<file path="src/rtl/vid_timing_gen.sv">
// Raster timing generator with test-pattern source.
// Free-running h/v counters feed a registered decode stage and an output flop stage (2-cycle latency).
module vid_timing_gen #(
    parameter int   H_ACTIVE = 1920,
    parameter int   H_FP     = 88,
    parameter int   H_SYNC   = 44,
    parameter int   H_BP     = 148,
    parameter int   V_ACTIVE = 1080,
    parameter int   V_FP     = 4,
    parameter int   V_SYNC   = 5,
    parameter int   V_BP     = 36,
    parameter logic HS_POL   = 1'b1,
    parameter logic VS_POL   = 1'b1,
    parameter int   CNT_W    = 12
) (
    input  logic             sys2_clk,
    input  logic             sys2_rst,
    input  logic             en,
    input  logic [3:0]       mode,
    input  logic [CNT_W-1:0] box_x0,
    input  logic [CNT_W-1:0] box_x1,
    input  logic [CNT_W-1:0] box_y0,
    input  logic [CNT_W-1:0] box_y1,
    input  logic [7:0]       solid_y,
    output logic             vid_de,
    output logic             vid_hs,
    output logic             vid_vs,
    output logic [15:0]      vid_data,
    output logic             sof,
    output logic [CNT_W-1:0] frame_cnt
);

    localparam int HTOT     = H_ACTIVE + H_FP + H_SYNC + H_BP;
    localparam int VTOT     = V_ACTIVE + V_FP + V_SYNC + V_BP;
    localparam int HS_START = H_ACTIVE + H_FP;
    localparam int HS_END   = HS_START + H_SYNC;
    localparam int VS_START = V_ACTIVE + V_FP;
    localparam int VS_END   = VS_START + V_SYNC;
    localparam int BAR_W    = (H_ACTIVE / 8 > 0) ? H_ACTIVE / 8 : 1;
    localparam logic [CNT_W-1:0] H_LAST = CNT_W'(HTOT - 1);
    localparam logic [CNT_W-1:0] V_LAST = CNT_W'(VTOT - 1);

    logic             run_q, run_d;
    logic [CNT_W-1:0] hcnt_q, hcnt_d;
    logic [CNT_W-1:0] vcnt_q, vcnt_d;
    logic [CNT_W-1:0] frame_cnt_q, frame_cnt_d;
    logic [3:0]       mode_q, mode_d;
    logic [CNT_W-1:0] bx0_q, bx0_d, bx1_q, bx1_d, by0_q, by0_d, by1_q, by1_d;
    logic [7:0]       solid_q, solid_d;

    logic             de1_q, de1_d, hs1_q, hs1_d, vs1_q, vs1_d, sof1_q, sof1_d;
    logic [7:0]       luma1_q, luma1_d;
    logic             de2_q, de2_d, hs2_q, hs2_d, vs2_q, vs2_d, sof2_q, sof2_d;
    logic [15:0]      data2_q, data2_d;

    logic             line_end, frame_start, in_box;
    logic [31:0]      h_ext, v_ext;
    logic [7:0]       frame_lo, bar_luma;
    logic [2:0]       bar_idx;

    assign line_end    = (hcnt_q == H_LAST);
    assign frame_start = (hcnt_q == '0) && (vcnt_q == '0);
    assign h_ext       = 32'(hcnt_q);
    assign v_ext       = 32'(vcnt_q);
    assign frame_lo    = 8'(frame_cnt_q);

    // The counters only advance once en has been seen high for a full cycle,
    // so the first running cycle always presents pixel (0,0).
    always_comb begin
        run_d       = en;
        hcnt_d      = hcnt_q;
        vcnt_d      = vcnt_q;
        frame_cnt_d = frame_cnt_q;
        if (!en) begin
            hcnt_d = '0;
            vcnt_d = '0;
        end else if (run_q) begin
            if (line_end) begin
                hcnt_d = '0;
                if (vcnt_q == V_LAST) begin
                    vcnt_d      = '0;
                    frame_cnt_d = frame_cnt_q + CNT_W'(1);
                end else begin
                    vcnt_d = vcnt_q + CNT_W'(1);
                end
            end else begin
                hcnt_d = hcnt_q + CNT_W'(1);
            end
        end
    end

    // Pattern controls are taken live at (0,0) and held for the rest of the frame.
    always_comb begin
        mode_d  = frame_start ? mode    : mode_q;
        bx0_d   = frame_start ? box_x0  : bx0_q;
        bx1_d   = frame_start ? box_x1  : bx1_q;
        by0_d   = frame_start ? box_y0  : by0_q;
        by1_d   = frame_start ? box_y1  : by1_q;
        solid_d = frame_start ? solid_y : solid_q;
    end

    assign in_box = (bx0_d < hcnt_q) && (hcnt_q < bx1_d) &&
                    (by0_d < vcnt_q) && (vcnt_q < by1_d);

    always_comb begin
        bar_idx = 3'd0;
        for (int k = 1; k < 8; k++) begin
            if (h_ext >= 32'(k * BAR_W)) bar_idx = 3'(k);
        end
        case (bar_idx)
            3'd0:    bar_luma = 8'hEB;
            3'd1:    bar_luma = 8'hD2;
            3'd2:    bar_luma = 8'hAA;
            3'd3:    bar_luma = 8'h91;
            3'd4:    bar_luma = 8'h6A;
            3'd5:    bar_luma = 8'h51;
            3'd6:    bar_luma = 8'h29;
            default: bar_luma = 8'h10;
        endcase
    end

    always_comb begin
        luma1_d = 8'h10;
        case (mode_d)
            4'h0: luma1_d = h_ext[7:0];
            4'h1: luma1_d = v_ext[7:0];
            4'h2: luma1_d = h_ext[8:1];
            4'h3: luma1_d = v_ext[8:1];
            4'h4: luma1_d = h_ext[9:2];
            4'h5: luma1_d = v_ext[9:2];
            4'h6: luma1_d = h_ext[10:3];
            4'h7: luma1_d = v_ext[10:3];
            4'h8: luma1_d = in_box ? v_ext[7:0] : h_ext[7:0];
            4'h9: luma1_d = in_box ? frame_lo : h_ext[7:0];
            4'hA: luma1_d = solid_d;
            4'hB: luma1_d = bar_luma;
            4'hC: luma1_d = (h_ext[5] ^ v_ext[5]) ? 8'h10 : 8'hEB;
            default: luma1_d = 8'h10;
        endcase
    end

    always_comb begin
        de1_d   = run_q && (h_ext < 32'(H_ACTIVE)) && (v_ext < 32'(V_ACTIVE));
        hs1_d   = run_q && (h_ext >= 32'(HS_START)) && (h_ext < 32'(HS_END));
        vs1_d   = run_q && (v_ext >= 32'(VS_START)) && (v_ext < 32'(VS_END));
        sof1_d  = run_q && frame_start;
        de2_d   = de1_q;
        hs2_d   = hs1_q ? HS_POL : ~HS_POL;
        vs2_d   = vs1_q ? VS_POL : ~VS_POL;
        sof2_d  = sof1_q;
        data2_d = de1_q ? {8'h80, luma1_q} : 16'h8010;
    end

    always_ff @(posedge sys2_clk) begin
        if (sys2_rst) begin
            run_q       <= 1'b0;
            hcnt_q      <= '0;
            vcnt_q      <= '0;
            frame_cnt_q <= '0;
            mode_q      <= 4'h0;
            bx0_q       <= '0;
            bx1_q       <= '0;
            by0_q       <= '0;
            by1_q       <= '0;
            solid_q     <= 8'h00;
            de1_q       <= 1'b0;
            hs1_q       <= 1'b0;
            vs1_q       <= 1'b0;
            sof1_q      <= 1'b0;
            luma1_q     <= 8'h10;
            de2_q       <= 1'b0;
            hs2_q       <= ~HS_POL;
            vs2_q       <= ~VS_POL;
            sof2_q      <= 1'b0;
            data2_q     <= 16'h8010;
        end else begin
            run_q       <= run_d;
            hcnt_q      <= hcnt_d;
            vcnt_q      <= vcnt_d;
            frame_cnt_q <= frame_cnt_d;
            mode_q      <= mode_d;
            bx0_q       <= bx0_d;
            bx1_q       <= bx1_d;
            by0_q       <= by0_d;
            by1_q       <= by1_d;
            solid_q     <= solid_d;
            de1_q       <= de1_d;
            hs1_q       <= hs1_d;
            vs1_q       <= vs1_d;
            sof1_q      <= sof1_d;
            luma1_q     <= luma1_d;
            de2_q       <= de2_d;
            hs2_q       <= hs2_d;
            vs2_q       <= vs2_d;
            sof2_q      <= sof2_d;
            data2_q     <= data2_d;
        end
    end

    assign vid_de    = de2_q;
    assign vid_hs    = hs2_q;
    assign vid_vs    = vs2_q;
    assign vid_data  = data2_q;
    assign sof       = sof2_q;
    assign frame_cnt = frame_cnt_q;

endmodule

</file>
<file path="config.mk">
export PLATFORM = sky130hd
export DESIGN_NAME = vid_timing_gen
export DESIGN_NICKNAME = d
export VERILOG_FILES = /design/src/rtl/vid_timing_gen.sv
export SDC_FILE = /design/constraint.sdc
export NUM_CORES = 1
export LEC_CHECK = 0
export ABC_AREA = 1
export CORE_ASPECT_RATIO = 1.2
export CORE_MARGIN = 4
export CORE_UTILIZATION = 53
export CTS_BUF_LIST = sky130_fd_sc_hd__clkbuf_8
export DETAILED_ROUTE_END_ITERATION = 8
export PLACE_DENSITY_LB_ADDON = 0.2
export SYNTH_ARGS = -nofsm -noshare
export SYNTH_HDL_FRONTEND = slang
export SYNTH_SLANG_ARGS = --single-unit
export TNS_END_PERCENT = 20
</file>
<file path="constraint.sdc">
create_clock -name sys2_clk -period 3.8 [get_ports sys2_clk]
set_input_delay 0.76 -clock sys2_clk [delete_from_list [all_inputs] [get_ports sys2_clk]]
set_output_delay 0.76 -clock sys2_clk [all_outputs]
set_load 0.03 [all_outputs]
</file>
# Yosys cells after proc, flatten, opt, wreduce, memory -nomap -nowiden
# Index checks and enable logic that the tools add are counted.
[classes] add_sub_neg=3 n_mux=22 n_bitwise=3 n_reduce_logical=19 order_cmp=17 eq_ne=20
[ops] operator="8-bit one-hot mux with 13 select lines" n=1
[ops] operator="12-bit two-way mux" n=6
[ops] operator="12-bit by 11-bit greater-or-equal comparator with 1-bit output (second input constant)" n=5
[ops] operator="8-bit one-hot mux with 7 select lines" n=1
[ops] operator="12-bit less-than comparator" n=4
[ops] operator="12-bit by 1-bit adder with 12-bit output (second input constant)" n=3
[ops] operator="12-bit by 11-bit less-than comparator with 1-bit output (second input constant)" n=3
[ops] operator="8-bit two-way mux" n=4
[ops] operator="12-bit by 10-bit greater-or-equal comparator with 1-bit output (second input constant)" n=2
[ops] operator="12-bit zero test" n=2
[ops] operator="4-bit == test (second input constant)" n=5
[ops] operator="3-bit two-way mux" n=6
[ops] operator="4-bit by 3-bit == test with 1-bit output (second input constant)" n=4
[ops] operator="12-bit by 11-bit == test with 1-bit output (second input constant)" n=1
[ops] operator="12-bit == test (second input constant)" n=1
[ops] operator="12-bit by 8-bit greater-or-equal comparator with 1-bit output (second input constant)" n=1
[ops] operator="12-bit by 9-bit greater-or-equal comparator with 1-bit output (second input constant)" n=1
[ops] operator="12-bit less-than comparator (second input constant)" n=1
[ops] operator="1-bit logical AND" n=11
[ops] operator="3-bit == test (second input constant)" n=3
[ops] operator="4-bit by 2-bit == test with 1-bit output (second input constant)" n=2
[ops] operator="3-bit by 2-bit == test with 1-bit output (second input constant)" n=2
[ops] operator="4-bit by 1-bit == test with 1-bit output (second input constant)" n=1
[ops] operator="4-bit zero test" n=1
[ops] operator="9 further kinds" n=13
[word_totals] wordCells=105 out_inout_bits=32 reg_bits=129

# Longest topological paths before layout
# Gate-level depths: netlist of run 1.
[logic_depth] depth_word=11 ltp_mapped=28 ltp_nobuf=26

# Least setup slack after synthesis of run 1
# Ideal clock, no wire load.
[synth_path] path_type="flip-flop to flip-flop" from="register vcnt_q[0]" to="register luma1_q[3]" path_stages_with_launch=27 required_time_ns=3.668 n_path_buf=4 path_slack_ns=0.308 setup_ns=0.132 arrival_ns=3.360 path_cell_list="dfxtp_1 > inv_1 > ha_1 > nand2_1 > nor2_4 > nand3_4 > clkinv_2 > buf_6 > clkbuf_1 > clkbuf_1 > a21oi_1 > ha_1 > nand2_1 > inv_1 > o21ai_0 > o31ai_1 > nor2_1 > nand4_1 > nor3_1 > nand2_1 > nor2_4 > buf_6 > nand3_1 > nand2_1 > nand2_1 > nand2_1 > a21oi_1"
[synth_via] elab_cells_between_ends=31
[synth_lines] item="from (decl)" line="45" rtl="logic [CNT_W-1:0] vcnt_q, vcnt_d;"
[synth_lines] item="from (signal assigned)" line="179" rtl="vcnt_q <= vcnt_d;"
[synth_lines] item="12-bit zero test *" line="62" rtl="assign frame_start = (hcnt_q == '0) && (vcnt_q == '0);"
[synth_lines] item="1-bit logical AND *" line="62"
[synth_lines] item="12-bit two-way mux *" line="97" rtl="by0_d = frame_start ? box_y0 : by0_q;"
[synth_lines] item="net by0_d[9]" line="48" rtl="logic [CNT_W-1:0] bx0_q, bx0_d, bx1_q, bx1_d, by0_q, by0_d, by1_q, by1_d;"
[synth_lines] item="12-bit less-than comparator *" line="103" rtl="(by0_d < vcnt_q) && (vcnt_q < by1_d);"
[synth_lines] item="1-bit logical AND *" line="102" rtl="assign in_box = (bx0_d < hcnt_q) && (hcnt_q < bx1_d) &&"
[synth_lines] item="1-bit logical AND *" line="103"
[synth_lines] item="8-bit two-way mux, on equally long branches" line="134, 133"
[synth_lines] item="8-bit one-hot mux with 13 select lines *" line="124" rtl="case (mode_d)"
[synth_lines] item="to (signal assigned)" line="191" rtl="luma1_q <= luma1_d;"
[synth_lines] item="to (decl)" line="52" rtl="logic [7:0] luma1_q, luma1_d;"
# Mark *: on every way through the listed nets, which the timed path passes. The rest lies on a longest branch.
# A chain may end at the register's enable or synchronous reset.

# Worst setup path in the final report of run 1
# Ends and elaborated chain as after synthesis.

==> results of run 1 <==
## cell usage after synthesis (2+ instances only)
cell type | instances | area share
o21ai_1 | 7 | 0.0048
nand2_1 | 182 | 0.093
nor2_4 | 12 | 0.018
inv_1 | 134 | 0.069
inv_2 | 12 | 0.0062
o22ai_1 | 9 | 0.0077
nor3_1 | 31 | 0.021
ha_1 | 49 | 0.084
nor2_2 | 10 | 0.0085
o211ai_1 | 3 | 0.0031
o21ai_0 | 30 | 0.021
a211oi_1 | 26 | 0.027
buf_2 | 6 | 0.0041
dfxtp_1 | 121 | 0.33
a22o_1 | 2 | 0.0024
nand3_1 | 41 | 0.028
o21a_1 | 7 | 0.0072
nor2_1 | 99 | 0.051
nand4_1 | 12 | 0.010
o221ai_1 | 5 | 0.0060
nor4_1 | 8 | 0.0068
nand2_2 | 12 | 0.010
buf_4 | 10 | 0.010
nand2_4 | 6 | 0.0092
xor2_1 | 4 | 0.0048
mux2i_1 | 26 | 0.036
o2111ai_1 | 2 | 0.0024
buf_6 | 4 | 0.0062
or2_2 | 23 | 0.020
clkinv_1 | 6 | 0.0031
clkbuf_1 | 16 | 0.0082
nor2_8 | 2 | 0.0055
conb_1 | 2 | 0.0010
nor3_2 | 2 | 0.0027
a21oi_1 | 82 | 0.056
## sequential cells by signal, summed over array words and instances (netlist names), 4 cells and up
signal	cells
vid_data	8
hcnt_q	12
by0_q	12
luma1_q	8
solid_q	8
frame_cnt	12
vcnt_q	12
bx1_q	12
by1_q	12
bx0_q	12
mode_q	4
## metal layers
metal / vias to the layer above / global-route usage
met3: 53 / 0.04865
met4: 0 / 0.1344
met5: - / 0
met2: 309 / 0.4167
met1: 3169 / 0.3417
li1: 3563 / -
## final cells by class
type / count / area (µm²)
fill: 1190 / 4264
multi-input combinational: 710 / 4144
sequential: 121 / 2424
timing repair buffer: 137 / 1296
inverter: 154 / 588.1
clock buffer: 22 / 302.8
tap: 168 / 210.2
clock inverter: 10 / 123.9
## power groups by stage
stage / sequential [mW] / clock, mW / combinational [mW]
6_report: 1.34 / 1.22 / 0.490
5_1_grt: 1.34 / 1.31 / 0.546
4_1_cts: 1.34 / 1.25 / 0.474
3_5_place_dp: 1.37 / 0 / 0.470
3_3_place_gp: 1.36 / 0 / 0.462
2_1_floorplan: 1.36 / 0 / 0.320
## metrics by stage
| step | hold slack, ns | setup TNS (ns) | setup WS (ns) | area, µm² |
|---|---|---|---|---|
| after CTS | 0.4022 | 0 | 0.02411 | 8994 |
| after global routing | 0.4126 | 0 | 0.003956 | 9089 |
| after global placement | 0.3937 | -0.3046 | -0.05704 | 8563 |
| after detailed placement | 0.3960 | -0.5408 | -0.09321 | 8563 |
| after floorplan | 0.3883 | 0 | 0.3080 | 7342 |
| final | 0.3947 | 0 | 0.2420 | 9089 |
## cell families (layout without fill, tap and decap cells)
family / count (synthesis) / in the layout / share of synthesized area
and+or+nand+nor: 443 / 443 / 0.2892
AOI/OAI and AO/OA: 179 / 179 / 0.1438
muxes: 26 / 26 / 0.03556
xor gates and xnor gates: 4 / 4 / 0.004786
adders and majority gates: 50 / 50 / 0.08650
other: 2 / 8 / 0.001026
buffers and inverters: 190 / 323 / 0.1082
DFF: 121 / 121 / 0.3309
## tightest hold or removal path, delay by kind of cell (launching register included)
kind                   cells  cell delay [ns]
and+or+nand+nor            1             0.03
buffers and inverters      1             0.04
DFF                        1             0.30
## final timing paths
path	start	end	slack [ns]	depth (start not counted)
worst max-delay path	vcnt_q[0]	luma1_q[3]	0.24	26
worst min-delay path	hs1_q	vid_hs	0.39	2
worst max register to register	vcnt_q[0]	luma1_q[3]	0.24	26
worst min register to register	hs1_q	vid_hs	0.39	2
## what timing repair did
item / CTS / global route
endpoints found under the setup margin: 8 / 8
gates resized for setup: 1 / 17
setup buffers: 0 / 3
gates cloned: 0 / 1
pin swaps: 0 / 5
hold buffers: 0 / 0
==> metrics.txt, run 1 <==
Clock Tree Buf Depth=2; commonest non-fill, non-tap cells in the layout=nand2_1, inv_1, dfxtp_1; wire length on met1=8.652 mm; status=complete, no violations; routed vias=7,094; WL met2=9.551 mm; clock latency on the worst-skew pair=0.45 ns; Non-Filler Instances=1,322; Initial Util=0.5482; Detail Route met3 WL=1.488 mm; Worst EP required=4.11 ns; NetSw=783.8 µW; critical path class=flop to flop; die area=0.01576 mm²; num rows=46; fin util=0.6807; max cap viols=0; layout cells sized above 1=0.1456; Hold Crit Class=flop to flop; maximum VDD drop=266.4 µV; CTS clk-pin slew, worst paths=0.07 ns; fin. max-slew vios=0; vias per cell=5.366; synthesis-stage register bit count=121; Final Hold Fails=0; nets=1,254; antenna violations before repair=0; Leakage=4.049 nW; post-detail-place hpwl=15.71 mm; Int Pwr=2.265 mW; crit path max fanout=11; CTS H-tree lvls=4; GR Overflow Total=0; Synth Cell Area=0.007320 mm²; top cell family by delay on the critical path=simple AND/OR/NAND/NOR gates; dominant synthesized flop cell=dfxtp_1; Clock Skews=0.01002 ns; RSZ-0062 raised after global routing=no; worst rel slew slack=0.5860; largest net degree at the start of global routing=40; Initial DRT Pass Iterations=5; TritonCTS clock tree=yes; EDFF count, synth=0; clk sinks=121; Seq/Total Area, Yosys=0.3309; global placer's final weighted congestion=0.9867; Critical-path top delay cell=dfxtp_1; crit share post-route=0.9363; Die H=136.7 µm; CP max stage delay=0.33 ns; Core Area=0.01335 mm²; fraction of registers with async set/reset=0; GRT Util Overall=0.2634; Starting DRT DRC Count=523; Setup Viol. Count Final=0; Inserted Clock Buffers=17; die width=115.3 µm; top sig layer=met4; Net Sw Frac=0.2571; measured slew at the worst slew-check pin=0.6187 ns; global-route wire length before repair=32.73 mm; crit path DAT=3.87 ns; Worst path most repeated cell=nand2_1; f_max=0.2811 GHz; Wirelength per Cell=15.43 µm; Root Buffer=clkbuf_8; Routed WL=20.39 mm; commonest non-fill, non-tap cell in the layout=nand2_1; startpoint types=flop; post-layout min period=3.558 ns; Cells after Synth=1,015; Port Buf Inserts=86; synth unique cells=47; vias in the first global route=6,633; total power=3.049 mW; Clock power frac=0.401; synth warn=0; crit end category=flop; Buf/Inv on CP=6; I/O pin cnt=95; syn_area_per_cell=7.211 µm²; power density cells=335.4 mW/mm²; Final ANT Viol Nets=0; Sequential Power Share=0.439; diode count=0; Comb pwr share=0.161; Area growth syn-to-layout=24.17%; DP Cell Count=1,286; final routed DRC violation total=0
No activity file was read; power rests on OpenSTA's default activity.
==> run 2: changes to the inputs <==
--- a/config.mk
+++ b/config.mk
@@ -6,12 +6,12 @@
 export NUM_CORES = 1
 export LEC_CHECK = 0
 export ABC_AREA = 1
-export CORE_ASPECT_RATIO = 1.2
 export CORE_MARGIN = 4
-export CORE_UTILIZATION = 53
+export CORE_UTILIZATION = 50
 export CTS_BUF_LIST = sky130_fd_sc_hd__clkbuf_8
 export DETAILED_ROUTE_END_ITERATION = 8
 export PLACE_DENSITY_LB_ADDON = 0.2
+export SLEW_MARGIN = 5
 export SYNTH_ARGS = -nofsm -noshare
 export SYNTH_HDL_FRONTEND = slang
 export SYNTH_SLANG_ARGS = --single-unit
==> run 2 against run 1 <==
Effect of this change: total power rose by 2.9%; critical path type unchanged; die area rose by 5.6%; sequential power barely moved; highest routed layer unchanged.
==> metrics.txt, run 2 (synthesized netlist as in run 1, its figures left out) <==
commonest non-fill, non-tap cell in the layout=nand2_1; wire length on met1=8.981 mm; DP Cell Count=1,290; maximum VDD drop=261.7 µV; pre-CTS setup slack=-0.1211 ns; Die H=129.0 µm; Clock Skews=0.01176 ns; antenna violations before repair=0; Worst path most repeated cell=nand2_1; r2r startpoint=vcnt_q[0]; Buf/Inv on CP=5; Area growth syn-to-layout=23.62%; diode count=0; Leakage=3.992 nW; CP Cell Sequence=inv_1 -> ha_2 -> nand2_2 -> nor2_4 -> nand3_4 -> inv_4 -> buf_4 -> or2_2 -> inv_1 -> a21oi_1 -> ha_1 -> a21oi_1 -> o21a_1 -> o22ai_1 -> nor3_2 -> nand2_1 -> nor2_4 -> nand2_4 -> nand2_1 -> nand2_1 -> nand2_1 -> nand3_1 -> nand2_1 -> inv_1; Area after DPL=0.008531 mm²; WL met2=8.567 mm; GRT Util Overall=0.2435; hold depth=2; die width=129.0 µm; startpoint types=flop; Root Buffer=clkbuf_8; crit end category=flop; vias in the first global route=6,492; Non-Filler Instances=1,324; TritonCTS clock tree=yes; fin. max-slew vios=0; power density cells=346.7 mW/mm²; Clock Tree Buf Depth=2; max cap viols=0; f_max=0.2829 GHz; Detail Route met3 WL=1.823 mm; Critical-path top delay cell=dfxtp_1; post-detail-place hpwl=15.46 mm; I/O pin cnt=95; Hold Buf Count CTS=0; largest net degree at the start of global routing=43; Worst EP required=4.16 ns; cell count of the worst reg-to-reg path=24; GR Overflow Total=0; nets=1,244; Routed WL=20.00 mm; top sig layer=met4; Inserted Clock Buffers=17; post-layout min period=3.535 ns; top cell family by delay on the critical path=simple AND/OR/NAND/NOR gates; hold_sp=vs1_q; clk sinks=121; Hold Crit Class=flop to flop; fillers=1,311; Final ANT Viol Nets=0; crit path max fanout=20; reg2reg setup slack=0.27 ns; critical path class=flop to flop; Initial Util=0.5193; cell area after layout=0.009049 mm²; crit share post-route=0.9302; Starting DRT DRC Count=580; num rows=43; total power=3.137 mW; status=complete, no violations; final routed DRC violation total=0; Setup Viol. Count Final=0; Core Area=0.01410 mm²; die area=0.01664 mm²; crit path DAT=3.90 ns; Port Buf Inserts=86; worst rel slew slack=0.6395; CTS H-tree lvls=4; vias per cell=5.329; CP max stage delay=0.31 ns; Setup WS post-layout=0.2653 ns; global placer's final weighted congestion=0.9852; CTS clk-pin slew, worst paths=0.08 ns; layout cells sized above 1=0.1434; Initial DRT Pass Iterations=5; Worst Hold Path EP=vid_vs; measured slew at the worst slew-check pin=0.5388 ns; Final Hold Fails=0; commonest non-fill, non-tap cells in the layout=nand2_1, inv_1, dfxtp_1; routed vias=7,055; global-route wire length before repair=32.01 mm; Wirelength per Cell=15.11 µm; reg-to-reg endpoint=luma1_q[5]; final setup TNS=0 ns; clock latency on the worst-skew pair=0.47 ns
[run 2: changes by cell type in the layout (fill, tap and decap cells not counted), sizes merged]
cell      change
clkbuf        -2
bufinv        +1
buf           -9
inv           -2
clkinvlp      +2
[run 2: through the flow]
| step | hold WS (ns) | util |
|---|---|---|
| floorplan | 0.3883 | - |
| global placement | 0.3972 | 0.6052 |
| detailed placement | 0.3970 | 0.6052 |
| CTS | 0.4092 | 0.6380 |
| global route | 0.4258 | 0.6419 |
| finish | 0.4065 | 0.6419 |
[run 2: power breakdown]
group | total (mW) | internal (mW) | leakage (nW) | switching [mW]
combinational | 0.478 | 0.208 | 2.78 | 0.270
sequential | 1.34 | 1.32 | 0.993 | 0.0144
clock | 1.32 | 0.782 | 0.224 | 0.539
[run 2: worst max path at each step]
| stage | startpoint | endpoint | slack, ns | cells after the start |
|---|---|---|---|---|
| after CTS | vcnt_q[0] | luma1_q[5] | 0.05 | 24 |
| final | vcnt_q[0] | luma1_q[5] | 0.27 | 24 |
| after floorplan | vcnt_q[0] | luma1_q[3] | 0.31 | 26 |
| after global placement | vcnt_q[0] | luma1_q[5] | -0.06 | 24 |
| after global routing | vcnt_q[1] | luma1_q[7] | -0.001 | 26 |
| after detailed placement | vcnt_q[0] | luma1_q[5] | -0.12 | 24 |
[run 2: cell type report]
cell class / count / area [µm²] / share of cell area
clock buffers: 21 / 289.0 / 0.03194
multi-input cells: 710 / 4154 / 0.4591
clock inverters: 11 / 166.4 / 0.01839
repair buffers: 127 / 1209 / 0.1336
inverters: 154 / 583.1 / 0.06444
flip-flops and latches: 121 / 2422 / 0.2677
well taps: 180 / 225.2 / 0.02489
[run 2: worst register-to-register path: cells and delay by family, from the launching register on]
family / cells / cell delay (ns)
and+or+nand+nor: 13 / 1.53
DFF: 1 / 0.31
adders and majority gates: 2 / 0.49
buffers and inverters: 5 / 0.50
AOI/OAI and AO/OA: 4 / 0.57
[run 2: what timing repair did]
item | in CTS | in global routing
pin swaps | 0 | 2
gates resized for setup | 2 | 11
buffers inserted | 0 | 2
endpoints found under the setup margin | 8 | 8
[run 2: metal layers]
layer,vias up,GRT usage
met5,-,0
met4,0,0.1001
met3,63,0.07057
li1,3563,-
met2,287,0.3634
met1,3142,0.3301
==> run 3: changes to the inputs <==
--- a/config.mk
+++ b/config.mk
@@ -7,7 +7,7 @@
 export LEC_CHECK = 0
 export ABC_AREA = 1
 export CORE_MARGIN = 4
-export CORE_UTILIZATION = 50
+export CORE_UTILIZATION = 40
 export CTS_BUF_LIST = sky130_fd_sc_hd__clkbuf_8
 export DETAILED_ROUTE_END_ITERATION = 8
 export PLACE_DENSITY_LB_ADDON = 0.2
==> run 3 against run 2 <==
Effect of this change: clock skew rose by 0.0020 ns; core utilization fell by 13 points; cell count rose by 4.1%; fmax fell by 1.8%; routed wire length rose by 7.1%; sequential power barely moved; combinational power rose by 3%; hold slack improved by 0.00075 ns; clock power fell by 14%; sequential share of layout area fell by 0.25 points; die area rose by 23%; critical path type unchanged.
==> metrics.txt, run 3 (synthesized netlist as in run 1, its figures left out) <==
Area growth syn-to-layout=24.79%; Multi-input gate area=0.004174 mm²; vias per cell=5.030; met2 Usage GRT=0.3170; clk sinks=121; f_max=0.2777 GHz; final setup TNS=0 ns; critical path class=flop to flop; largest net degree at the start of global routing=46; die width=143.3 µm; global routing's busiest layer=met2; commonest non-fill, non-tap cells in the layout=nand2_1, inv_1, dfxtp_1; M3 GR Usage=0.03617; total power=2.962 mW; layout cells sized above 1=0.1506; pre-CTS setup slack=0.03591 ns; FF+latch area=0.002422 mm²; status=complete, no violations; Starting DRT DRC Count=550; post-layout min period=3.601 ns; Setup WS post-layout=0.1994 ns; global-route wire length before repair=34.24 mm; Port Buf Inserts=86; I/O pin cnt=95; fillers=1,810; power density cells=324.3 mW/mm²; Die H=143.3 µm; post-detail-place hpwl=16.59 mm; routing usage on met1=0.3066; Routed WL=21.42 mm; Wirelength per Cell=15.54 µm; fin. max-slew vios=0; cell area after layout=0.009134 mm²; worst rel slew slack=0.6318; Worst EP required=4.12 ns; Non-Filler Instances=1,378; crit path max fanout=18; Hold Crit Class=flop to flop; measured slew at the worst slew-check pin=0.5503 ns; Clock Tree Buf Depth=2; TritonCTS clock tree=yes; die area=0.02053 mm²; Hold Buf Count CTS=0; vias in the first global route=6,572; crit end category=flop; Inserted Clock Buffers=17; maximum VDD drop=201.4 µV; Final ANT Viol Nets=0; Area after DPL=0.008635 mm²; Clock Skews=0.01378 ns; CTS H-tree lvls=4; GR Overflow Total=0; global placer's final weighted congestion=0.9400; num rows=49; routed vias=6,932; Setup Viol. Count Final=0; Final Hold Fails=0; CTS clk-pin slew, worst paths=0.08 ns; antenna violations before repair=0; Initial DRT Pass Iterations=6; commonest non-fill, non-tap cell in the layout=nand2_1; GRT Util Overall=0.2127; nets=1,249; Initial Util=0.4075; Core Area=0.01796 mm²; Root Buffer=clkbuf_8; startpoint types=flop; crit path DAT=3.92 ns; crit share post-route=0.9475; max cap viols=0; diode count=0; Leakage=4.013 nW; clock latency on the worst-skew pair=0.45 ns; final routed DRC violation total=0; DP Cell Count=1,343
run 3: layout make-up:
class / instances / share of cell area
clock buffers: 18 / 0.02712
clock inverters: 14 / 0.01438
inverters: 154 / 0.06411
multi-input cells: 710 / 0.4570
flip-flops and latches: 121 / 0.2652
well taps: 229 / 0.03137
repair buffers: 132 / 0.1408
run 3: path summary, 6_finish.rpt:
path | end | startpoint | cells after the start | slack, ns
max | luma1_q[2] | vcnt_q[0] | 26 | 0.20
min | vid_data[1] | luma1_q[1] | 2 | 0.41
max reg2reg | luma1_q[2] | vcnt_q[0] | 26 | 0.20
min reg2reg | vid_data[1] | luma1_q[1] | 2 | 0.41
run 3: routing by layer:
metal,wire [µm],vias to the layer above
met5,0,-
met4,558,0
met3,1546,49
met2,8906,267
met1,10400,3043
li1,-,3573
run 3: worst max-delay path, stage by stage, from the launching register on:
cell       delay [ns]
dfxtp_1          0.32
inv_2            0.08
ha_4             0.16
nand2_2          0.07
nor2_4           0.14
nand3_4          0.12
inv_6            0.11
buf_12           0.12
buf_12           0.13
a21oi_2          0.06
buf_4            0.14
ha_1             0.30
nand2_1          0.08
inv_1            0.06
o21ai_2          0.07
o31ai_1          0.11
nor2_1           0.09
nand4_1          0.12
nor3_2           0.30
nand2_1          0.14
nor2_4           0.25
clkbuf_16        0.19
nand3_1          0.07
nand2_1          0.07
nand2_1          0.05
nand2_1          0.05
a21oi_1          0.05
run 3: where the power goes:
group / switching [mW] / total [mW] / internal (mW)
clock: 0.545 / 1.14 / 0.590
sequential: 0.0134 / 1.34 / 1.32
combinational: 0.275 / 0.490 / 0.215
total: 0.834 / 2.96 / 2.13
run 3: stage by stage:
step	hold slack, ns	utilization
3_5_place_dp	0.3974	0.4807
5_1_grt	0.4267	0.5085
2_1_floorplan	0.3883	-
4_1_cts	0.4090	0.5018
6_report	0.4073	0.5085
3_3_place_gp	0.4011	0.4807
run 3: timing repair:
item / in CTS / in global routing
resized for setup: 0 / 22
endpoints found under the setup margin: 0 / 8
endpoints found under the hold margin: 0 / 0
setup buffers: 0 / 1
